[config.mk]
export PLATFORM = sky130hd
export DESIGN_NAME = mul32_seq_flat
export DESIGN_NICKNAME = d
export VERILOG_FILES = /design/src/rtl/mul32_seq_if.sv /design/src/rtl/mul32_seq.sv /design/src/flat_wrapper.sv
export SDC_FILE = /design/constraint.sdc
export NUM_CORES = 1
export LEC_CHECK = 0
export ABC_AREA = 1
export CORE_ASPECT_RATIO = 0.6
export CORE_MARGIN = 2
export CORE_UTILIZATION = 55
export DETAILED_ROUTE_END_ITERATION = 7
export GPL_TIMING_DRIVEN = 0
export PLACE_DENSITY = 0.8
export RECOVER_POWER = 25
export SLEW_MARGIN = 20
export SYNTH_ARGS = -nofsm -noshare
export SYNTH_HDL_FRONTEND = slang
export SYNTH_SLANG_ARGS = --single-unit
[constraint.sdc]
create_clock -name clk -period 2.6 [get_ports clk]
set_input_delay 0.52 -clock clk [delete_from_list [all_inputs] [get_ports clk]]
set_output_delay 0.52 -clock clk [all_outputs]
set_load 0.01 [all_outputs]
[src/rtl/mul32_seq_if.sv]
// rtl/mul32_seq_if.sv - start/done handshake bundle for the sequential multiplier
//
// Signals:
//   start   : request from the control unit, sampled by the multiplier only when idle
//   a, b    : multiplicand / multiplier, captured on the accepted start edge
//   busy    : multiply in flight (RUN or DONE)
//   done    : one-cycle completion pulse
//   product : 2*WIDTH-bit result, held until the next accepted start or reset
// Modports: master drives the request side, slave is the multiplier.
interface mul32_seq_if #(
    parameter int WIDTH = 32
);
    logic                 start;
    logic [WIDTH-1:0]     a;
    logic [WIDTH-1:0]     b;
    logic                 busy;
    logic                 done;
    logic [2*WIDTH-1:0]   product;

    modport master (
        output start, a, b,
        input  busy, done, product
    );

    modport slave (
        input  start, a, b,
        output busy, done, product
    );
endinterface

[src/rtl/mul32_seq.sv]
// rtl/mul32_seq.sv - sequential shift-and-add unsigned multiplier, one add per clock
//
// Ports:
//   clk   : clock, all state updates on the rising edge
//   rst_n : synchronous active-low reset
//   bus   : mul32_seq_if.slave (start, a, b in; busy, done, product out)
// A multiply takes WIDTH RUN cycles followed by a single DONE cycle.
module mul32_seq #(
    parameter int WIDTH = 32
) (
    input  logic          clk,
    input  logic          rst_n,
    mul32_seq_if.slave    bus
);
    localparam int CNT_W = (WIDTH > 1) ? $clog2(WIDTH) : 1;

    typedef enum logic [1:0] {
        IDLE = 2'd0,
        RUN  = 2'd1,
        DONE = 2'd2
    } state_t;

    state_t               state;
    state_t               state_nxt;

    logic [WIDTH-1:0]     mcand;
    logic [WIDTH-1:0]     acc_hi;
    logic [WIDTH-1:0]     acc_lo;
    logic [CNT_W-1:0]     cnt;
    logic [2*WIDTH-1:0]   product_q;

    logic [WIDTH-1:0]     addend;
    logic [WIDTH:0]       sum;
    logic [WIDTH-1:0]     acc_hi_nxt;
    logic [WIDTH-1:0]     acc_lo_nxt;
    logic                 last_iter;

    // One partial product per cycle. The carry-out lands in the top bit of
    // acc_hi after the right shift, so nothing is ever lost.
    always_comb begin
        addend     = acc_lo[0] ? mcand : {WIDTH{1'b0}};
        sum        = {1'b0, acc_hi} + {1'b0, addend};
        acc_hi_nxt = sum[WIDTH:1];
        acc_lo_nxt = {sum[0], acc_lo[WIDTH-1:1]};
        last_iter  = (cnt == CNT_W'(WIDTH - 1));
    end

    always_ff @(posedge clk) begin
        if (!rst_n) begin
            state <= IDLE;
        end else begin
            state <= state_nxt;
        end
    end

    always_comb begin
        state_nxt = state;
        case (state)
            IDLE:    if (bus.start) state_nxt = RUN;
            RUN:     if (last_iter) state_nxt = DONE;
            DONE:    state_nxt = IDLE;
            default: state_nxt = IDLE;
        endcase
    end

    always_ff @(posedge clk) begin
        if (!rst_n) begin
            mcand     <= '0;
            acc_hi    <= '0;
            acc_lo    <= '0;
            cnt       <= '0;
            product_q <= '0;
        end else begin
            case (state)
                IDLE: begin
                    if (bus.start) begin
                        mcand  <= bus.a;
                        acc_hi <= '0;
                        acc_lo <= bus.b;
                        cnt    <= '0;
                    end
                end
                RUN: begin
                    acc_hi <= acc_hi_nxt;
                    acc_lo <= acc_lo_nxt;
                    cnt    <= cnt + 1'b1;
                    if (last_iter) begin
                        product_q <= {acc_hi_nxt, acc_lo_nxt};
                    end
                end
                default: ;
            endcase
        end
    end

    // Outputs come only from registers or state decode; start/a/b never
    // reach them combinationally.
    assign bus.busy    = (state == RUN) || (state == DONE);
    assign bus.done    = (state == DONE);
    assign bus.product = product_q;
endmodule

[src/flat_wrapper.sv]
// flat-port wrapper written by rule: the top's interface ports become plain ports
module mul32_seq_flat 
#(
    parameter int WIDTH = 32
)
  (clk, rst_n, bus_start, bus_a, bus_b, bus_busy, bus_done, bus_product);
  mul32_seq_if #(.WIDTH(WIDTH)) bus_i ();
  input  logic clk;
  input  logic rst_n;
  input wire logic [$bits(bus_i.start)-1:0] bus_start;
  input wire logic [$bits(bus_i.a)-1:0] bus_a;
  input wire logic [$bits(bus_i.b)-1:0] bus_b;
  output wire logic [$bits(bus_i.busy)-1:0] bus_busy;
  output wire logic [$bits(bus_i.done)-1:0] bus_done;
  output wire logic [$bits(bus_i.product)-1:0] bus_product;
  assign bus_i.start = bus_start;
  assign bus_i.a = bus_a;
  assign bus_i.b = bus_b;
  assign bus_busy = bus_i.busy;
  assign bus_done = bus_i.done;
  assign bus_product = bus_i.product;
  mul32_seq #(.WIDTH(WIDTH)) u_core (.clk(clk), .rst_n(rst_n), .bus(bus_i));
endmodule
# Word-level counts from Yosys, hierarchy flattened
# Cells that the tools add are included.
# W data, S select, Z words.
[totals]
ff_bits = 167
input_bits = 67
out_inout_bits = 66
[classes]
addsub = 2
eq_ne = 5
muxes = 10
n_reduce_logical = 7
[ops]
columns = ["cell", "count"]
rows = [
  ["$pmux W32 S2", 2],
  ["$mux W32", 3],
  ["$add A32 B32 Y33", 1],
  ["$pmux W5 S2", 1],
  ["$reduce_and A2 Y1", 4],
  ["$add A5 B1 Y5 const B", 1],
  ["$eq A5 B5 Y1 const B", 1],
  ["$mux W5", 1],
  ["$mux W2", 2],
  ["$pmux W2 S2", 1],
  ["$eq A2 B1 Y1 const B", 1],
  ["$eq A2 B2 Y1 const B", 1],
  ["$logic_not A2 Y1", 1],
  ["$ne A2 B1 Y1 const B", 1],
  ["$ne A2 B2 Y1 const B", 1],
  ["$reduce_bool A2 Y1", 1],
  ["$logic_or A1 B1 Y1", 1],
]

# Logic depth before layout (Yosys ltp)
[logic_depth]
word_depth = 3
ltp_mapped = 19

# Worst setup path before layout
# Ideal clock, no wire load.
[synth_path]
path_kind = "reg2reg"
startpoint = "register u_core.acc_lo[0]"
endpoint = "register u_core.product_q[47], in the netlist u_core.bus.product[47]"
setup_ns = 0.115
t_arrival_ns = 2.152
t_required_ns = 2.485
path_slack_ns = 0.332
path_stages_with_launch = 16
path_cell_list = "dfxtp_1 > clkbuf_1 > clkbuf_1 > nand2_1 > inv_1 > ha_1 > fa_1 > nand3_1 > nand3_1 > nand2_1 > nand2_2 > nand2_2 > nand2_2 > xor2_2 > o21ai_0 > inv_1"
[synth_via]
elab_chain_cells = 2
[synth_rtl]
columns = ["item", "line_no", "source"]
rows = [
  ["start, declared", "mul32_seq.sv:28", "logic [WIDTH-1:0] acc_lo;"],
  ["start signal, assigned", "mul32_seq.sv:79", "acc_lo <= bus.b;"],
  ["start signal, assigned", "mul32_seq.sv:85", "acc_lo <= acc_lo_nxt;"],
  ["$mux W32", "mul32_seq.sv:41", "addend = acc_lo[0] ? mcand : {WIDTH{1'b0}};"],
  ["$add A32 B32 Y33", "mul32_seq.sv:42", "sum = {1'b0, acc_hi} + {1'b0, addend};"],
  ["end signal, assigned", "mul32_seq.sv:88", "product_q <= {acc_hi_nxt, acc_lo_nxt};"],
  ["end, declared", "mul32_seq.sv:30", "logic [2*WIDTH-1:0] product_q;"],
]
# Every way passes these cells.
# A chain may end at the register's enable or synchronous reset.

# Worst setup path after layout
[layout_path]
startpoint = "register u_core.acc_lo[0]"
endpoint = "register u_core.acc_hi[31]"
[layout_via]
elab_chain_cells = 3
[layout_rtl]
columns = ["item", "line_no", "source"]
rows = [
  ["$mux W32", "mul32_seq.sv:41", ""],
  ["$add A32 B32 Y33", "mul32_seq.sv:42", ""],
  ["$pmux W32 S2", "mul32_seq.sv:74", "case (state)"],
  ["end signal, assigned", "mul32_seq.sv:84", "acc_hi <= acc_hi_nxt;"],
  ["end, declared", "mul32_seq.sv:27", "logic [WIDTH-1:0] acc_hi;"],
]
# Every way passes these cells.

==> results.toml <==
[sta]
max-slew-margin-rel_pct = 53.4
final-setup-viol-count = 0
final-hold-violation-count = 0
fmax_mhz = 409
rsz0062_at_grt = "no"
tightest_slew_ns = 0.699
min_period_over_period_pct = 93.9
finalCriticalPeriod_ns = 2.44
maxSlewViolCount = 0
skew_ns = 0.0127
holdWs_ns = 0.472

[power]
pwr-share-comb_pct = 10.4
power_density_mw_per_mm2 = 543
p_int_mw = 4.38
switching_power_mw = 1.71
fin_total_pwr_mw = 6.09
power.share.sequential_pct = 44.8
p_leak_nw = 5.77
p_clk_share_pct = 44.8
ir_drop_mv = 0.367
power.share.switching_pct = 28.1

[setup_path]
start_kind = "flop"
path_class = "reg2reg"
timing.rr.end = "u_core.acc_hi[31]"
cp.required_ns = 2.96
reg2reg_depth = 13
endpoint_kind = "flop"
rrSetupSlack_ns = 0.16
timing.rr.start = "u_core.acc_lo[0]"
cp_max_fo = 10
crit_arrival_ns = 2.80

[global_route]
grt_pass1_wl_um = 42300
gr-total-overflow = 0
grt_max_degree = 19
first_global_vias = 8212
grt_usage_pct = 31.2
antenna_found_initial = 0

[clocking]
clkLatencyLatePin_ns = 0.44
clockRootBuffer = "clkbuf_16"
numCtsBuffers = 17
clk_pin_slew_ns = 0.07
clockBufferDepth = 2
cts_tree = "yes"
htree_levels = 4
cts_setup_buffers = 0
clock_sinks = 167

[floorplan]
die_area_mm2 = 0.0174
die_w_um = 169
fp.coreArea_mm2 = 0.0161
start_util_pct = 55.8
io_pins = 133
rows = 36
die_h_um = 103

[logic_synthesis]
synth_top_area_share_pct = 37.2
yosys_warnings = 0
syn_nets = 1508
syn_inst = 1403
synthTopCellsByArea = "dfxtp_1 (37%), nand2_1 (17%), nor2_1 (9.3%)"
synth_area_mm2 = 0.00899
yosysTopAreaCell = "dfxtp_1"
synth_cell_types = 35
synth_seq_cells = 167
seq_area_frac_synth_pct = 37.2
syn_avg_cell_area_um2 = 6.41

[min_path]
whs_path_depth = 2
worstHoldStart = "u_core.acc_hi[11]"
holdPathEnd = "u_core.acc_hi[11]"
hold_class = "reg2reg"

[routing]
num_vias = 9349
dr.pass1.iters = 6
route.detailed.drc = 0
wl_per_cell_um = 15.1
wirelength_um = 26800
drt_iter0_markers = 887
viasPerCell = 5.27
postRouteAntennaNets = 0

[final_layout]
final_cell_mix = "nand2_1 (415), nor2_1 (221), inv_1 (187)"
multi_input_area_mm2 = 0.00468
final_common_cell = "nand2_1"
final_nets = 1658
area_delta_synth_final_pct = 24.8
insertedDiodeCount = 0
drive_gt1_share_pct = 6.26
final-seq-area_mm2 = 0.00335
fillers = 1451

[placement]
hpwl_um = 20400
gp_congestion = 1.01
place.port_buffers = 132

[outcome]
status = "complete, no violations"

[run]
maxCapViolCount = 0
-- synthesized netlist by cell type, drive strengths merged --
cell type / instances
nand2: 431
nor2: 228
inv: 191
dfxtp: 167
o21ai: 123
a21oi: 58
clkbuf: 37
ha: 37
nand3: 36
a31oi: 32
buf: 23
xor2: 15
nor3: 10
nand3b: 6
a21o: 3
and2: 1
clkinv: 1
fa: 1
nand4: 1
nor4: 1
o21bai: 1
-- metrics by stage --
stage / util [%] / area (um^2) / setup TNS [ns] / std cells / worst slack (ns)
2_1_floorplan: - / 8990 / 0 / 1403 / 0.332
3_3_place_gp: 65.6 / 10600 / -7.40 / 1744 / -0.324
3_5_place_dp: 65.6 / 10600 / -8.20 / 1744 / -0.343
4_1_cts: 69.6 / 11200 / 0 / 1775 / 0.0411
5_1_grt: 69.6 / 11200 / 0 / 1775 / 0.0227
6_report: 69.6 / 11200 / 0 / 1775 / 0.158
-- area by class of cell --
class	count	share of cell area (%)
Tap cell	209	2.33
Clock inverter	15	1.84
Buffer	59	2.32
Clock buffer	17	3.79
Timing Repair Buffer	132	11.8
Multi-Input combinational cell	984	41.7
Sequential cell	167	29.8
Inverter	192	6.42
-- sequential cells by signal, indices dropped and copies added, names as in the netlist --
register,flops
u_core.state,2
u_core.acc_lo,32
u_core.mcand,32
u_core.cnt,5
u_core.acc_hi,32
u_core.bus.product,64
-- worst max path at each step --
stage | start | to | slack [ns] | depth (start not counted)
3_5_place_dp | u_core.acc_lo[0] | u_core.bus.product[63] | -0.34 | 15
4_1_cts | u_core.acc_lo[0] | u_core.bus.product[63] | 0.04 | 14
6_report | u_core.acc_lo[0] | u_core.acc_hi[31] | 0.16 | 13
2_1_floorplan | u_core.acc_lo[0] | u_core.bus.product[47] | 0.33 | 15
5_1_grt | u_core.acc_lo[0] | u_core.bus.product[63] | 0.02 | 15
3_3_place_gp | u_core.acc_lo[0] | u_core.bus.product[63] | -0.32 | 15
-- cells by family (layout without fill, tap and decap cells) --
group	count (synthesis)	after routing	share of synthesized area (%)
AND/OR/NAND/NOR	714	714	32.2
buffers and inverters	252	415	10.9
AO/OA/AOI/OAI	217	217	12.8
flip-flops	167	167	37.2
adder cells (fa/ha/maj)	38	38	5.37
XOR/XNOR	15	15	1.54
-- per-layer routing --
| metal | track usage [%] | routed length, um | part of all wire, % |
|---|---|---|---|
| met5 | 0 | 0 | 0 |
| met3 | 5.26 | 2150 | 8.0 |
| met1 | 47.4 | 13600 | 51 |
| met2 | 44.8 | 10500 | 39 |
| met4 | 9.86 | 536 | 2.0 |
-- repair_timing --
| action | 4_1_cts | 5_1_grt |
|---|---|---|
| hold buffers | 0 | 0 |
| endpoints found under the setup margin | 46 | 33 |
| resized for setup | 6 | 9 |
| pin swaps | 0 | 0 |
-- power groups by stage --
stage / Combinational [mW] / Sequential, mW / Clock (mW)
global placement: 0.602 / 2.78 / 0
global route: 0.701 / 2.74 / 2.86
floorplan: 0.372 / 2.76 / 0
finish: 0.633 / 2.73 / 2.73
detailed placement: 0.617 / 2.78 / 0
CTS: 0.623 / 2.72 / 2.74
-- critical path, cell delays in order (launching register included) --
cell	delay, ns
dfxtp_4	0.38
clkbuf_4	0.22
nand2_1	0.09
inv_1	0.04
ha_1	0.35
nand2_1	0.13
nor2_1	0.29
and2_1	0.19
nand2_2	0.05
nand2_2	0.14
nand4_1	0.10
nand2_1	0.16
nand2_1	0.07
a21oi_1	0.14
No activity file was read; power rests on OpenSTA's default activity.
